$ cat src/rtl/mem_pkg.sv
// mem_pkg: constants and types shared by the memory access unit.
//   - funct3 access-size codes for loads and stores
//   - mem_state_t: access sequencer states (IDLE, RD, WR, DONE)
//   - is_misaligned(): alignment rule for a given access
//   - is_rmw_store(): stores that need a read-modify-write (sb/sh)
package mem_pkg;

  localparam logic [2:0] F3_BYTE   = 3'b000;
  localparam logic [2:0] F3_HALF   = 3'b001;
  localparam logic [2:0] F3_WORD   = 3'b010;
  localparam logic [2:0] F3_BYTE_U = 3'b100;
  localparam logic [2:0] F3_HALF_U = 3'b101;

  typedef enum logic [1:0] {
    IDLE = 2'b00,
    RD   = 2'b01,
    WR   = 2'b10,
    DONE = 2'b11
  } mem_state_t;

  // Stores only know sb/sh/sw; any other store code is a word access.
  // Loads additionally know lbu/lhu; any other load code is a word access.
  function automatic logic is_misaligned(input logic       is_store,
                                         input logic [2:0] funct3,
                                         input logic [1:0] addr_lo);
    logic mis;
    mis = 1'b0;
    if (is_store) begin
      case (funct3)
        F3_BYTE: mis = 1'b0;
        F3_HALF: mis = addr_lo[0];
        default: mis = (addr_lo != 2'b00);
      endcase
    end else begin
      case (funct3)
        F3_BYTE, F3_BYTE_U: mis = 1'b0;
        F3_HALF, F3_HALF_U: mis = addr_lo[0];
        default:            mis = (addr_lo != 2'b00);
      endcase
    end
    return mis;
  endfunction

  // Sub-word stores must read the old word first so the other lanes survive.
  function automatic logic is_rmw_store(input logic [2:0] funct3);
    return (funct3 == F3_BYTE) || (funct3 == F3_HALF);
  endfunction

endpackage

$ cat src/rtl/lsu_byte_lane.sv
// lsu_byte_lane: combinational byte-lane datapath (little-endian).
// Ports:
//   i_funct3      access size code
//   i_lane        byte offset within the word (halfword lane = i_lane[1])
//   i_word        word read from memory
//   i_store_data  store data; low byte/halfword used for sb/sh
//   o_load_data   selected lane, sign- or zero-extended (word passes through)
//   o_merge_data  i_word with the store lane replaced (full store data for sw)
module lsu_byte_lane
  import mem_pkg::*;
(
  input  logic [2:0]  i_funct3,
  input  logic [1:0]  i_lane,
  input  logic [31:0] i_word,
  input  logic [31:0] i_store_data,
  output logic [31:0] o_load_data,
  output logic [31:0] o_merge_data
);

  logic [7:0]  w_byte;
  logic [15:0] w_half;

  // Select the addressed byte and halfword of the read word.
  always_comb begin
    w_byte = 8'h00;
    case (i_lane)
      2'd0:    w_byte = i_word[7:0];
      2'd1:    w_byte = i_word[15:8];
      2'd2:    w_byte = i_word[23:16];
      2'd3:    w_byte = i_word[31:24];
      default: w_byte = 8'h00;
    endcase
    w_half = i_lane[1] ? i_word[31:16] : i_word[15:0];
  end

  // Extend the selected lane to 32 bits for the load result.
  always_comb begin
    o_load_data = 32'h0000_0000;
    case (i_funct3)
      F3_BYTE:   o_load_data = {{24{w_byte[7]}}, w_byte};
      F3_BYTE_U: o_load_data = {24'h00_0000, w_byte};
      F3_HALF:   o_load_data = {{16{w_half[15]}}, w_half};
      F3_HALF_U: o_load_data = {16'h0000, w_half};
      F3_WORD:   o_load_data = i_word;
      default:   o_load_data = i_word;
    endcase
  end

  // Insert the store byte/halfword into the old word; word stores replace it all.
  always_comb begin
    o_merge_data = i_word;
    case (i_funct3)
      F3_BYTE: begin
        case (i_lane)
          2'd0:    o_merge_data[7:0]   = i_store_data[7:0];
          2'd1:    o_merge_data[15:8]  = i_store_data[7:0];
          2'd2:    o_merge_data[23:16] = i_store_data[7:0];
          2'd3:    o_merge_data[31:24] = i_store_data[7:0];
          default: o_merge_data        = i_word;
        endcase
      end
      F3_HALF: begin
        if (i_lane[1]) begin
          o_merge_data[31:16] = i_store_data[15:0];
        end else begin
          o_merge_data[15:0] = i_store_data[15:0];
        end
      end
      default: o_merge_data = i_store_data;
    endcase
  end

endmodule

$ cat src/rtl/mem_access_unit.sv
// mem_access_unit: MEM-stage load/store sequencer in front of a word-wide
// data memory. Sub-word stores are done as read-modify-write.
// Ports:
//   clk_i, rst_n_i            clock, asynchronous active-low reset
//   req_valid_i               MEM stage presents an operation
//   MemRead_i / MemWrite_i    load / store (store wins if both)
//   funct3_i, addr_i, data_i  size code, byte address, store data
//   data_o                    extended load result (valid in DONE only)
//   stall_o                   freeze the pipeline while the access runs
//   misalign_o                one-cycle flag for a rejected misaligned access
//   mem_addr_o, mem_read_o, mem_write_o, mem_wdata_o   word request to memory
//   mem_rdata_i, mem_ready_i  read word / request accepted or completed
module mem_access_unit
  import mem_pkg::*;
(
  input  logic        clk_i,
  input  logic        rst_n_i,
  input  logic        req_valid_i,
  input  logic        MemRead_i,
  input  logic        MemWrite_i,
  input  logic [2:0]  funct3_i,
  input  logic [31:0] addr_i,
  input  logic [31:0] data_i,
  output logic [31:0] data_o,
  output logic        stall_o,
  output logic        misalign_o,
  output logic [31:0] mem_addr_o,
  output logic        mem_read_o,
  output logic        mem_write_o,
  output logic [31:0] mem_wdata_o,
  input  logic [31:0] mem_rdata_i,
  input  logic        mem_ready_i
);

  mem_state_t  r_state;
  mem_state_t  w_next_state;

  // Request captured on acceptance so address/data stay stable while stalled.
  logic [2:0]  r_funct3;
  logic [1:0]  r_lane;
  logic [29:0] r_waddr;
  logic [31:0] r_sdata;
  logic        r_is_store;
  logic [31:0] r_rdata;

  logic        w_req;
  logic        w_mis;
  logic        w_accept;
  logic [31:0] w_load_data;
  logic [31:0] w_merge_data;

  // The combinational IDLE outputs are gated by rst_n_i so they are 0 in reset.
  assign w_req    = rst_n_i & req_valid_i & (MemRead_i | MemWrite_i) & (r_state == IDLE);
  assign w_mis    = is_misaligned(MemWrite_i, funct3_i, addr_i[1:0]);
  assign w_accept = w_req & ~w_mis;

  lsu_byte_lane u_lane (
    .i_funct3     (r_funct3),
    .i_lane       (r_lane),
    .i_word       (r_rdata),
    .i_store_data (r_sdata),
    .o_load_data  (w_load_data),
    .o_merge_data (w_merge_data)
  );

  // State register.
  always_ff @(posedge clk_i or negedge rst_n_i) begin
    if (!rst_n_i) begin
      r_state <= IDLE;
    end else begin
      r_state <= w_next_state;
    end
  end

  // Capture the accepted request and the word returned by the read.
  always_ff @(posedge clk_i or negedge rst_n_i) begin
    if (!rst_n_i) begin
      r_funct3   <= 3'b000;
      r_lane     <= 2'b00;
      r_waddr    <= 30'h0000_0000;
      r_sdata    <= 32'h0000_0000;
      r_is_store <= 1'b0;
      r_rdata    <= 32'h0000_0000;
    end else begin
      case (r_state)
        IDLE: begin
          if (w_accept) begin
            r_funct3   <= funct3_i;
            r_lane     <= addr_i[1:0];
            r_waddr    <= addr_i[31:2];
            r_sdata    <= data_i;
            r_is_store <= MemWrite_i;
          end
        end
        RD: begin
          if (mem_ready_i) begin
            r_rdata <= mem_rdata_i;
          end
        end
        default: begin
          r_rdata <= r_rdata;
        end
      endcase
    end
  end

  // Next-state and output decode.
  always_comb begin
    w_next_state = r_state;
    stall_o      = 1'b0;
    misalign_o   = 1'b0;
    mem_read_o   = 1'b0;
    mem_write_o  = 1'b0;
    mem_addr_o   = 32'h0000_0000;
    mem_wdata_o  = 32'h0000_0000;
    data_o       = 32'h0000_0000;
    case (r_state)
      IDLE: begin
        if (w_req && w_mis) begin
          misalign_o   = 1'b1;
          w_next_state = IDLE;
        end else if (w_accept) begin
          stall_o = 1'b1;
          // Word stores need no read; everything else starts with one.
          if (MemWrite_i && !is_rmw_store(funct3_i)) begin
            w_next_state = WR;
          end else begin
            w_next_state = RD;
          end
        end else begin
          w_next_state = IDLE;
        end
      end
      RD: begin
        stall_o    = 1'b1;
        mem_read_o = 1'b1;
        mem_addr_o = {r_waddr, 2'b00};
        if (mem_ready_i) begin
          w_next_state = r_is_store ? WR : DONE;
        end else begin
          w_next_state = RD;
        end
      end
      WR: begin
        stall_o     = 1'b1;
        mem_write_o = 1'b1;
        mem_addr_o  = {r_waddr, 2'b00};
        mem_wdata_o = w_merge_data;
        if (mem_ready_i) begin
          w_next_state = DONE;
        end else begin
          w_next_state = WR;
        end
      end
      DONE: begin
        // Unconditional return to IDLE: the stalled request is never reissued.
        w_next_state = IDLE;
        data_o       = r_is_store ? 32'h0000_0000 : w_load_data;
      end
      default: begin
        w_next_state = IDLE;
      end
    endcase
  end

endmodule

$ cat config.mk
export PLATFORM = sky130hd
export DESIGN_NAME = mem_access_unit
export DESIGN_NICKNAME = d
export VERILOG_FILES = /design/src/rtl/mem_pkg.sv /design/src/rtl/lsu_byte_lane.sv /design/src/rtl/mem_access_unit.sv
export SDC_FILE = /design/constraint.sdc
export NUM_CORES = 1
export LEC_CHECK = 0
export ABC_AREA = 1
export CORE_UTILIZATION = 50
export CTS_CLUSTER_DIAMETER = 100
export DETAILED_ROUTE_END_ITERATION = 6
export PLACE_DENSITY_LB_ADDON = 0.08
export REMOVE_ABC_BUFFERS = 1
export SYNTH_ARGS = -nofsm -noshare
export SYNTH_HDL_FRONTEND = slang
export SYNTH_SLANG_ARGS = --single-unit
$ cat constraint.sdc
create_clock -name clk_i -period 2.95 [get_ports clk_i]
set_input_delay 0.59 -clock clk_i [delete_from_list [all_inputs] [get_ports clk_i]]
set_output_delay 0.59 -clock clk_i [all_outputs]
set_load 0.02 [all_outputs]
After elaboration in Yosys (flattened, before gate mapping)
Cells that the tools add are included.
- word-level logic and storage cells: 70
- input bits: 105
- register bits: 102
- mux-type cells: 31
- equality and inequality tests: 12
- reduce and logical (&&, ||, !) cells: 14
- bitwise gates (word level): 6
- operators with widths (operator ; number):
    $mux 32 ; 4
    $pmux 32 s4 ; 1
    $pmux 32 s2 ; 1
    $mux 16 ; 3
    $mux 8 ; 4
    $pmux 8 s4 ; 1
    $eq 3x3->1 const B ; 4
    $mux 1 ; 9
    $eq 2x2->1 const B ; 4
    $mux 2 ; 4
    $pmux 2 s4 ; 1
    $eq 3x1->1 const B ; 2
    $logic_not 3->1 ; 2
    $pmux 1 s2 ; 3
    $reduce_or 2->1 ; 3
    $and 1x1->1 ; 4
    $eq 2x1->1 const B ; 2
    $logic_not 2->1 ; 2
    $reduce_and 2->1 ; 2
    $logic_and 1x1->1 ; 2
    $reduce_bool 2->1 ; 1
    $logic_not 1->1 ; 1
    $logic_or 1x1->1 ; 1
    $not 1->1 ; 1
    $or 1x1->1 ; 1

Depth between registers and ports, before layout
- depth after elaboration: 9
- mapped depth: 10

Hierarchy
From an unflattened synthesis, not the netlist that was laid out.
- cells, all modules: 1011
- area, all modules: 6960.4 um^2
- by module, submodules not included (module ; cells an instance ; times used ; seq. area each (um^2) ; area an instance (um^2)):
    mem_access_unit ; 601 ; 1 ; 2552.4 ; 4880.9
    lsu_byte_lane ; 410 ; 1 ; 0.0 ; 2079.5

Least setup slack after synthesis
OpenSTA, ideal clock, no wires.
- path type: flip-flop to output port
- start point: register r_state[0]
- end point: output mem_wdata_o[16]
- slack: 0.645 ns
- stages on the path, launching flop included: 8
- arrival: 1.715 ns
- cells stage by stage: dfrtp_1 > inv_1 > ha_1 > clkbuf_1 > clkinv_1 > nor2_1 > o21ai_0 > a21oi_1
- longest elaborated chain between the ends: 2
- RTL lines (what ; line ; RTL):
    start: declaration ; mem_access_unit.sv:35 ; mem_state_t r_state;
    start signal: assignment ; mem_access_unit.sv:71 ; r_state <= w_next_state;
    $eq 2x2->1 ; mem_access_unit.sv:117 ; case (r_state)
    $mux 32 ; mem_access_unit.sv:117 ;
    end: declaration ; mem_access_unit.sv:30 ; output logic [31:0] mem_wdata_o,
No other way between the ends.

Final worst setup path
- start point: register r_state[1]
- end point: output data_o[2]
- longest elaborated chain between the ends: 2
- RTL lines (what ; line ; RTL):
    $eq 2x2->1 ; mem_access_unit.sv:117 ;
    $mux 32 ; mem_access_unit.sv:117 ;
    end: declaration ; mem_access_unit.sv:24 ; output logic [31:0] data_o,
No other way between the ends.

==> impl_metrics.ini <==
[synthesis]
synth_top_area_share_pct = 42.1
async_reset_ff_share_pct = 100
synth_cell_types = 31
synthTopCellsByArea = dfrtp_1 (42%), nand2_1 (17%), nand3_1 (7.6%), a21oi_1 (5.2%), inv_1 (5.1%)
synth_warnings = 0
syn_area_per_cell_um2 = 6.95
synth_edf_count = 0
ys_ff_latch = 102
yosysSeqAreaShare_pct = 42.1
yosys.area.top_type = dfrtp_1
synth_cells = 872
synth_flop_cell = dfrtp_1
synth_area_um2 = 6060

[global_route]
grt_pass1_vias = 6047
grt_first_pass_wirelength_um = 30400
grt.overflow.total = 0
grt_max_degree = 84
grt_busiest_layer = met2
antenna_found_initial = 0
grtUsageMet1_pct = 39.9
track_usage_pct = 30.8
grtUsageMet2_pct = 48.9
met3_usage_pct = 9.07

[clocking]
htreeDepth = 3
cts_max_path_buffers = 2
cts-buffers-inserted = 9
root_buffer = clkbuf_16
cts_tree = yes
cts.sinks = 102
cts_hold_buf = 0
cts.clk_slew.worst_paths_ns = 0.07
insertion_delay_ns = 0.35

[critical_path]
crit_family = buffers and inverters
max_stage_delay_ns = 0.61
crit_fanout = 17
rrSetupSlack_ns = 0.87
arrival_ns = 2.27
reg2reg_from = r_state[1]
crit_path_start_kind = flip-flop
end_kind = output pin
path_class = flip-flop to output pin
cp.required_ns = 2.36
cp-startpoint = r_state[1]
cp_num_buf_inv = 3
path_cells = ha_1, inv_1, nor2_2, buf_4, o21a_1, nand2_1, nor2_1, clkdlybuf4s50_1
slowest_stage = clkdlybuf4s50_1

[sta]
finalSetupViolCount = 0
skew_ns = 0.00623
tightestPinTransition_ns = 0.826
slew_headroom_pct = 44.9
fmax_mhz = 350
finalCriticalPeriod_ns = 2.86
drv_slew = 0
hold_viol_final = 0
timing.final.crit_share_pct = 96.9

[pwr]
total_power_mw = 5.06
leakage_nw = 4.69
ir_worst_vdd_v = 0.000443
cellPowerDensity_nw_per_um2 = 590

[floorplanning]
ioPinCount = 205
core_um2 = 11600
start_util_pct = 52.2
dieArea_um2 = 12600
die_width_um = 112
die_h_um = 112
rows = 39

[placement]
dp_cells = 1183
globalplace.congestion = 0.948
dpl.hpwl_um = 13000
io_buffers = 202

[finish]
finalNetCount = 1164
syn_to_final_growth_pct = 41.5
antenna_cells = 0
final_cell_mix = nand2_1 (274), clkdlybuf4s50_1 (167), dfrtp_1 (99)
final_common_cell = nand2_1
final_cells = 1203
layout-drive-gt1-share_pct = 8.58

[flow_run]
drv_cap = 0

[routing]
drt_wl_total_um = 18600
num_vias = 6348
viasPerCell = 5.28
drc = 13
drt_iter0_drc = 565
first_pass_iters = 7
detail-route-antenna-nets = 0
routedWlPerCell_um = 15.4

[status]
violations = design-rule violations
status = finished with violations

[min_path]
hp-class = input pin to async pin
==> Yosys cell counts, drive strengths merged (7+ instances only) <==
cell,instances
o22ai,7
nand2,285
nand3,93
nor2,96
buf,27
o21a,7
o21ai,52
a21oi,63
clkbuf,27
mux2,16
dfrtp,102
inv,86
==> flip-flops by register name (all words and copies together) (netlist names) <==
name        flops
r_sdata        32
r_funct3        3
r_is_store      1
r_lane          2
r_state         2
r_rdata        32
r_waddr        30
==> path summary, 6_finish.rpt <==
| path | endpoint | depth (start not counted) |
|---|---|---|
| max in group asynchronous | r_funct3[0] | 3 |
| worst max register to register | r_lane[1] | 7 |
| worst max-delay path | data_o[2] | 8 |
| worst min register to register | r_waddr[4] | 2 |
| worst min-delay path | r_lane[0] | 2 |
| min in group clk_i | r_waddr[4] | 2 |
==> power breakdown <==
part           switching (mW)  internal (mW)
clock network           0.532          0.622
logic                    1.07          0.716
registers               0.336           1.78
==> cell type report <==
type,count,area [um2]
Fill cell,977,3040
Timing Repair Buffer,225,2250
Clock buffer,12,256
Multi-Input combinational cell,630,2960
Tap cell,143,179
Inverter,87,339
Clock inverter,4,30.0
Sequential cell,102,2560
==> logic make-up after synthesis <==
group,synth area share (%)
buffers and inverters,9.47
other,0.0619
AOI/OAI and AO/OA,11.5
and+or+nand+nor,33.1
muxes,2.97
DFF,42.1
adders and majority gates,0.826
==> layer usage <==
metal	wire length, um	part of all wire (%)
met1	7740	42
met3	1880	10
met5	0	0
met2	8460	46
met4	502	2.7
==> what timing repair did <==
action                                  4_1_cts  5_1_grt
cloned                                        0        0
gates resized for setup                      20       28
endpoints found under the setup margin       29       39
setup buffers                                 0        4
hold endpoints to repair                      0        0
==> metrics by stage <==
step / TNS [ns] / utilization (%) / worst slack [ns] / area, um2 / hold slack [ns]
6_report: 0 / 73.8 / 0.0917 / 8580 / 0.334
5_1_grt: -0.0137 / 73.8 / -0.0136 / 8580 / 0.395
2_1_floorplan: -120.17 / - / -2.61 / 5820 / 0.294
3_5_place_dp: 0 / 70.5 / 0.241 / 8190 / 0.458
4_1_cts: -0.192 / 72.8 / -0.0294 / 8460 / 0.369
3_3_place_gp: 0 / 70.5 / 0.279 / 8190 / 0.453
Note: power is estimated with default switching activity, not from simulation.
